[src/rtl/div_unit_pkg.sv]
// Shared constants and types for the iterative MIPS divider.
package div_unit_pkg;

  typedef enum logic [1:0] {
    DIV_FREE    = 2'b00,
    DIV_BY_ZERO = 2'b01,
    DIV_ON      = 2'b10,
    DIV_END     = 2'b11
  } div_state_e;

  typedef logic [5:0]  div_cnt_t;
  typedef logic [31:0] reg_bus_t;

  localparam reg_bus_t ZERO_WORD     = 32'h0000_0000;
  localparam reg_bus_t DIV_ZERO_QUOT = 32'hFFFF_FFFF;
  localparam div_cnt_t DIV_LAST_CNT  = 6'd31;

  // Two's complement negate when neg is set (modulo 2^32).
  function automatic reg_bus_t cond_neg(input reg_bus_t v, input logic neg);
    return neg ? (~v + 32'd1) : v;
  endfunction

endpackage

[src/rtl/div_unit_step.sv]
// One restoring-division step: compare/subtract divisor from the shifted partial remainder.
module div_step
  import div_unit_pkg::*;
#(
  parameter int unsigned WIDTH = 32
) (
  input  logic [WIDTH:0]   partial_i,
  input  logic [WIDTH-1:0] divisor_i,
  output logic [WIDTH-1:0] rem_o,
  output logic             qbit_o
);

  // When the subtraction succeeds the difference is below the divisor,
  // so a WIDTH-bit subtract is exact.
  always_comb begin
    qbit_o = (partial_i >= {1'b0, divisor_i});
    rem_o  = qbit_o ? (partial_i[WIDTH-1:0] - divisor_i) : partial_i[WIDTH-1:0];
  end

endmodule

[src/rtl/div_unit.sv]
// Iterative radix-2 DIV/DIVU unit feeding the HI/LO register pair.
module div_unit
  import div_unit_pkg::*;
#(
  parameter int unsigned WIDTH = 32
) (
  input  logic             cpu_clk_50M,
  input  logic             cpu_rst,
  input  logic             start_i,
  input  logic             signed_i,
  input  logic [WIDTH-1:0] dividend_i,
  input  logic [WIDTH-1:0] divisor_i,
  input  logic             cancel_i,
  output logic             stall_o,
  output logic             busy_o,
  output logic             we_o,
  output logic [WIDTH-1:0] hi_o,
  output logic [WIDTH-1:0] lo_o
);

  div_state_e         state_q, state_d;
  div_cnt_t           cnt_q, cnt_d;
  logic [2*WIDTH-1:0] work_q, work_d;
  logic [WIDTH-1:0]   dvs_q, dvs_d;
  logic [WIDTH-1:0]   dvd_q, dvd_d;
  logic               neg_quot_q, neg_quot_d;
  logic               neg_rem_q, neg_rem_d;
  logic [WIDTH-1:0]   hi_q, hi_d;
  logic [WIDTH-1:0]   lo_q, lo_d;

  logic [WIDTH-1:0]   step_rem;
  logic               step_qbit;
  logic [WIDTH-1:0]   quot_raw;

  div_step #(.WIDTH(WIDTH)) u_step (
    .partial_i (work_q[2*WIDTH-1:WIDTH-1]),
    .divisor_i (dvs_q),
    .rem_o     (step_rem),
    .qbit_o    (step_qbit)
  );

  assign quot_raw = {work_q[WIDTH-2:0], step_qbit};

  always_comb begin
    state_d    = state_q;
    cnt_d      = cnt_q;
    work_d     = work_q;
    dvs_d      = dvs_q;
    dvd_d      = dvd_q;
    neg_quot_d = neg_quot_q;
    neg_rem_d  = neg_rem_q;
    hi_d       = hi_q;
    lo_d       = lo_q;

    case (state_q)
      DIV_FREE: begin
        if (start_i && !cancel_i) begin
          neg_quot_d = signed_i && (dividend_i[WIDTH-1] ^ divisor_i[WIDTH-1]);
          neg_rem_d  = signed_i && dividend_i[WIDTH-1];
          dvs_d      = cond_neg(divisor_i, signed_i && divisor_i[WIDTH-1]);
          dvd_d      = dividend_i;
          work_d     = {ZERO_WORD, cond_neg(dividend_i, signed_i && dividend_i[WIDTH-1])};
          cnt_d      = '0;
          state_d    = (divisor_i == ZERO_WORD) ? DIV_BY_ZERO : DIV_ON;
        end
      end
      DIV_ON: begin
        work_d = {step_rem, quot_raw};
        cnt_d  = cnt_q + 6'd1;
        if (cnt_q == DIV_LAST_CNT) begin
          state_d = DIV_END;
          hi_d    = cond_neg(step_rem, neg_rem_q);
          lo_d    = cond_neg(quot_raw, neg_quot_q);
        end
      end
      DIV_BY_ZERO: begin
        state_d = DIV_END;
        hi_d    = dvd_q;
        lo_d    = DIV_ZERO_QUOT;
      end
      DIV_END: state_d = DIV_FREE;
      default: state_d = DIV_FREE;
    endcase

    // A flush discards the result too, so HI/LO never see a partial update.
    if (cancel_i) begin
      state_d = DIV_FREE;
      hi_d    = hi_q;
      lo_d    = lo_q;
    end
  end

  always_ff @(posedge cpu_clk_50M) begin
    if (cpu_rst) begin
      state_q    <= DIV_FREE;
      cnt_q      <= '0;
      work_q     <= '0;
      dvs_q      <= '0;
      dvd_q      <= '0;
      neg_quot_q <= 1'b0;
      neg_rem_q  <= 1'b0;
      hi_q       <= '0;
      lo_q       <= '0;
    end else begin
      state_q    <= state_d;
      cnt_q      <= cnt_d;
      work_q     <= work_d;
      dvs_q      <= dvs_d;
      dvd_q      <= dvd_d;
      neg_quot_q <= neg_quot_d;
      neg_rem_q  <= neg_rem_d;
      hi_q       <= hi_d;
      lo_q       <= lo_d;
    end
  end

  assign stall_o = ((state_q == DIV_FREE) && start_i && !cancel_i)
                 || (state_q == DIV_ON) || (state_q == DIV_BY_ZERO);
  assign busy_o  = (state_q != DIV_FREE);
  assign we_o    = (state_q == DIV_END) && !cancel_i;
  assign hi_o    = hi_q;
  assign lo_o    = lo_q;

endmodule

[config.mk]
export PLATFORM = sky130hd
export DESIGN_NAME = div_unit
export DESIGN_NICKNAME = d
export VERILOG_FILES = /design/src/rtl/div_unit_pkg.sv /design/src/rtl/div_unit_step.sv /design/src/rtl/div_unit.sv
export SDC_FILE = /design/constraint.sdc
export NUM_CORES = 1
export LEC_CHECK = 0
export CAP_MARGIN = 10
export CORE_MARGIN = 3
export CORE_UTILIZATION = 40
export CTS_CLUSTER_DIAMETER = 40
export DETAILED_ROUTE_END_ITERATION = 16
export SLEW_MARGIN = 20
export SYNTH_ARGS = -nofsm -noshare
export SYNTH_HDL_FRONTEND = slang
export SYNTH_HIERARCHICAL = 1
export SYNTH_SLANG_ARGS = --single-unit
[constraint.sdc]
create_clock -name cpu_clk_50M -period 6.4 [get_ports cpu_clk_50M]
set_input_delay 1.28 -clock cpu_clk_50M [delete_from_list [all_inputs] [get_ports cpu_clk_50M]]
set_output_delay 1.28 -clock cpu_clk_50M [all_outputs]
set_load 0.05 [all_outputs]
==> results of run 1 <==
## final timing paths
path	depth (start not counted)	to	slack [ps]	start
worst max-delay path	16	hi_o[30]$_SDFFE_PP0P_	1140	dvs_q[1]$_SDFFE_PP0P_
worst min-delay path	2	dvs_q[11]$_SDFFE_PP0P_	450	dvs_q[11]$_SDFFE_PP0P_
worst max register to register	16	hi_o[30]$_SDFFE_PP0P_	1140	dvs_q[1]$_SDFFE_PP0P_
worst min register to register	2	dvs_q[11]$_SDFFE_PP0P_	450	dvs_q[11]$_SDFFE_PP0P_
## sequential cells by signal, summed over array words and instances (netlist names)
signal / count
work_q: 64
cnt_q: 6
dvd_q: 32
dvs_q: 32
hi_o: 32
neg_rem_q: 1
state_q: 2
lo_o: 32
neg_quot_q: 1
## Yosys cell counts (27+ instances only)
cell type / instances / area [um2]
dfxtp_1: 202 / 4040
nand2_1: 182 / 683
nor2_1: 176 / 661
a21oi_1: 158 / 791
clkbuf_1: 94 / 353
o21ai_0: 82 / 410
inv_1: 68 / 255
xnor2_1: 66 / 578
a211oi_1: 57 / 428
xor2_1: 48 / 420
and3_1: 45 / 282
nor3_1: 43 / 215
ha_1: 42 / 526
or3_1: 29 / 181
o211ai_1: 27 / 203
## layout make-up
cell class	instances	area (um2)	share of cell area, %
repair buffers	156	1520	9.23
inverters	69	259	1.57
clock buffers	48	1060	6.42
clock inverters	21	254	1.54
well taps	448	561	3.40
flip-flops and latches	202	4040	24.5
multi-input cells	1358	8790	53.3
## kinds of logic (layout without fill, tap and decap cells)
group / Yosys count / after routing / synth area share [%]
AOI/OAI and AO/OA: 515 / 515 / 25.0
buffers and inverters: 191 / 294 / 6.23
xor gates and xnor gates: 114 / 114 / 7.31
and+or+nand+nor: 640 / 640 / 23.7
muxes: 46 / 46 / 4.17
DFF: 202 / 202 / 29.6
adders and majority gates: 43 / 43 / 3.99
## worst max-delay path, cell delays in order (launching register included)
cell,delay (ps)
dfxtp_1,370
inv_1,60
ha_1,290
and2b_1,190
o2111ai_2,240
a31oi_4,150
a211oi_2,330
a211oi_2,140
nor3_4,340
or2_1,180
buf_4,300
mux2_4,360
nor4_1,670
nand4_1,590
nand3b_1,350
mux2_1,340
a311oi_1,250
## metal layers
layer / GRT usage, % / vias up
met3: 3.18 / 75
met2: 42.8 / 406
met5: 0 / -
met1: 32.2 / 6541
met4: 7.34 / 0
li1: - / 6510
## report_power, final
group / internal, mW / switching, mW / total [mW]
Combinational: 0.413 / 0.737 / 1.15
Sequential: 1.33 / 0.0546 / 1.38
Clock: 1.31 / 0.740 / 2.05
Total: 3.05 / 1.53 / 4.58
==> metrics.txt, run 1 <==
Hold WS 448 ps; number of vias in the routed layout 13500; final worst-path setup slack 1140 ps; Tcrit/Tclk final 82.2%; unrepaired setup endpoints after global routing no; IO Port Bufs 135; Core ar. 33600 um2; die area 36400 um2; root buf cell clkbuf_16; Most used DFF post-synth dfxtp_1; ANT nets after route 0; Critical Path End Type register; Die Y 191 um; WL per Instance 20.2 um; Avg Inst Size Synth 7.80 um2; Max clock buf depth 3; WL final 46.5 mm; worst slack, placed 1260 ps; Mapped Nets 1863; vias in the first global route 12900; Clock Pin Slew Worst Setup and Hold Paths 50 ps; cell count after placement 2232; measured slew at the worst slew-check pin 1100 ps; metal3 WL 2.37 mm; final net count 1937; post-cts hold buffer count 0; Max Used Layer met4; DPL Wire Length 34.1 mm; Die Wd 191 um; Worst EP required 6820 ps; status completed; maxcap violations 0; Post-synth EDFFs 0; Final Skew 30.3 ps; Final Util 49.1%; Final setup viols 0; largest net degree at the start of global routing 84; Hold Vio Cnt, Final 0; TritonCTS buffer count 38; CP max FO 19; Pwr Total 4.58 mW; Seq/Total Area, Yosys 29.6%; Async SR Flop Fraction 0%; Pwr Density 278 nW/um2; Metal-1 WL 20.7 mm; clk_lat worst skew 540 ps; GRT Residual Overflow 0; site row count 67; Setup Crit Path Kind reg2reg; clock sink total 202; Pins Over Slew Limit 0; Non-Filler Instances 2302; Critical Path AT 5680 ps; number of setup buffers added after CTS 0; Area Overhead vs Synth 20.8%; Via density 5.88; P_leak 6.24 nW; Max Freq 0.190 GHz; Fillers 3320; Ys Warns 6; cell area after synthesis 13700 um2; setup total negative slack 0 ps; most common cell after layout, fill and taps aside dfxtp_1; starting density of the core 40.6%; DR pass1 iterations 7; Cell variety after synth 94; DRC 0; crit path time final 5260 ps; Yosys reg bits 202; met2 wire length 22.1 mm; Placed Area 15200 um2; Resized cells post-CTS 0; initial antenna violation count 0; H-tree depth 2; Synth Instances 1751; I/O pin total 136; CTS tree done; global placement routability congestion 0.917; most frequent cells in the layout dfxtp_1 (202), nand2_1 (182), nor2_1 (175); Max IR drop VDD 0.214 mV; slew margin rel. 26.4%; CP Launch Type register; first-pass GRT wire length 72.5 mm; worst hold path type reg2reg; Total GRT Usage 24.7%; layout cells sized above 1 8.52%; Inserted Diodes 0; post-route cell area 16500 um2; DR iter-0 viols 1108
Note: power is estimated with default switching activity, not from simulation.
==> run 2, diff against run 1 <==
- clock period: 6.4 -> 4.9 ns (I/O delays scaled with it)
==> metrics.txt, run 2 (synthesized netlist as in run 1, its figures left out) <==
status completed; crit path cell chain inv_1 -> ha_1 -> and2b_1 -> o2111ai_2 -> a31oi_4 -> a211oi_2 -> a211oi_2 -> nor3_4 -> or2_1 -> buf_4 -> mux2_4 -> or4_4 -> or3_4 -> o41ai_2 -> xor2_1 -> o22ai_1; DRC 0; Pwr Density 385 nW/um2; H-tree depth 2; worst hold endpoint dvs_q[25]$_SDFFE_PP0P_; Final Skew 23.3 ps; global placement routability congestion 0.916; WL final 46.3 mm; measured slew at the worst slew-check pin 1110 ps; Max clock buf depth 3; Critical Path AT 5050 ps; I/O pin total 136; initial antenna violation count 0; number of flip-flops in the largest register 64; Worst path slowest cell or4_4; WL per Instance 19.8 um; slew margin rel. 25.8%; reg-to-reg setup timing slack 240 ps; Setup crit start dvs_q[1]$_SDFFE_PP0P_; P_leak 6.49 nW; Die Wd 191 um; site row count 67; DPL Wire Length 34.3 mm; post-route cell area 17000 um2; most frequent cells in the layout dfxtp_1 (202), nand2_1 (182), nor2_1 (174); Worst EP required 5300 ps; Hold Crit Start dvs_q[25]$_SDFFE_PP0P_; DR iter-0 viols 937; GRT Residual Overflow 0; vias in the first global route 12900; first-pass GRT wire length 72.6 mm; CP delay by family, top simple AND/OR/NAND/NOR gates; Clock Pin Slew Worst Setup and Hold Paths 50 ps; Hold Vio Cnt, Final 0; CP Launch Type register; worst r2r path cells 16; Die Y 191 um; clk_lat worst skew 540 ps; layout cells sized above 1 10.5%; CP max FO 10; Pins Over Slew Limit 0; Placed Area 15300 um2; Via density 5.81; crit path time final 4660 ps; Tcrit/Tclk final 95.0%; Max Freq 0.215 GHz; number of vias in the routed layout 13600; buffers and inverters on the worst path 2; Final setup viols 0; worst hold path type reg2reg; Worst path max stage delay 570 ps; most common cell after layout, fill and taps aside dfxtp_1; ANT nets after route 0; maxcap violations 0; Max IR drop VDD 0.233 mV; setup total negative slack 0 ps; Core ar. 33600 um2; Total GRT Usage 24.8%; DR pass1 iterations 7; Inserted Diodes 0; TritonCTS buffer count 44; Critical R2R Capture hi_o[24]$_SDFFE_PP0P_; Setup Crit Path Kind reg2reg; Largest Register work_q; clock sink total 202; IO Port Bufs 135; final net count 1963; Critical Path End Type register; root buf cell clkbuf_16; CTS tree done; cell mode on critical path a211oi_2; die area 36400 um2; largest net degree at the start of global routing 94; WHS Path Cells 2; Worst R2R Start dvs_q[1]$_SDFFE_PP0P_; starting density of the core 40.6%; Area Overhead vs Synth 24.1%
[run 2: worst max-delay path by stage]
stage / endpoint / slack (ps) / cells past startpoint
2_1_floorplan: hi_o[24]$_SDFFE_PP0P_ / 610 / 17
3_3_place_gp: hi_o[25]$_SDFFE_PP0P_ / 210 / 15
3_5_place_dp: lo_o[26]$_SDFFE_PP0P_ / 140 / 17
4_1_cts: lo_o[26]$_SDFFE_PP0P_ / 120 / 17
5_1_grt: hi_o[30]$_SDFFE_PP0P_ / -8 / 18
6_report: hi_o[24]$_SDFFE_PP0P_ / 240 / 16
[run 2: report_power, final]
| part | internal, mW | leakage, nW | total [mW] | switching (mW) |
|---|---|---|---|---|
| logic | 0.584 | 4.08 | 1.57 | 0.983 |
| clock network | 2.10 | 0.758 | 3.16 | 1.07 |
| registers | 1.73 | 1.64 | 1.80 | 0.0687 |
| total | 4.41 | 6.49 | 6.53 | 2.12 |
[run 2: repair_timing]
action	CTS	global route
hold buffers	0	0
setup endpoints to repair	0	28
resized for setup	0	6
buffers inserted	0	1
[run 2: layout make-up]
| type | instances | area, um2 |
|---|---|---|
| timing repair buffer | 176 | 1690 |
| multi-input combinational | 1358 | 8820 |
| sequential | 202 | 4040 |
| inverter | 69 | 259 |
| tap | 448 | 561 |
| clock buffer | 48 | 1150 |
| fill | 3298 | 16700 |
| clock inverter | 34 | 438 |
[run 2: worst min-delay path: cells and delay by family, from the launching register on]
kind             cells  cell delay, ps
AND/OR/NAND/NOR      1              40
flip-flops           1             320
AO/OA/AOI/OAI        1              50
[run 2: stage by stage]
step	hold slack [ps]	power, mW	util (%)	instances	setup WS [ps]
floorplan	425	2.87	-	1751	608
global placement	440	3.36	45.6	2252	208
detailed placement	443	3.37	45.6	2252	139
CTS	453	6.55	50.3	2334	121
global route	475	6.80	50.4	2335	-7.81
finish	445	6.53	50.4	2335	244
[run 2: layer usage]
metal	GRT usage, %	part of all wire, %	wire (um)
met4	6.38	2.1	987
met5	0	0	0
met3	3.14	5.0	2310
met2	42.0	48	22100
met1	33.4	45	20900
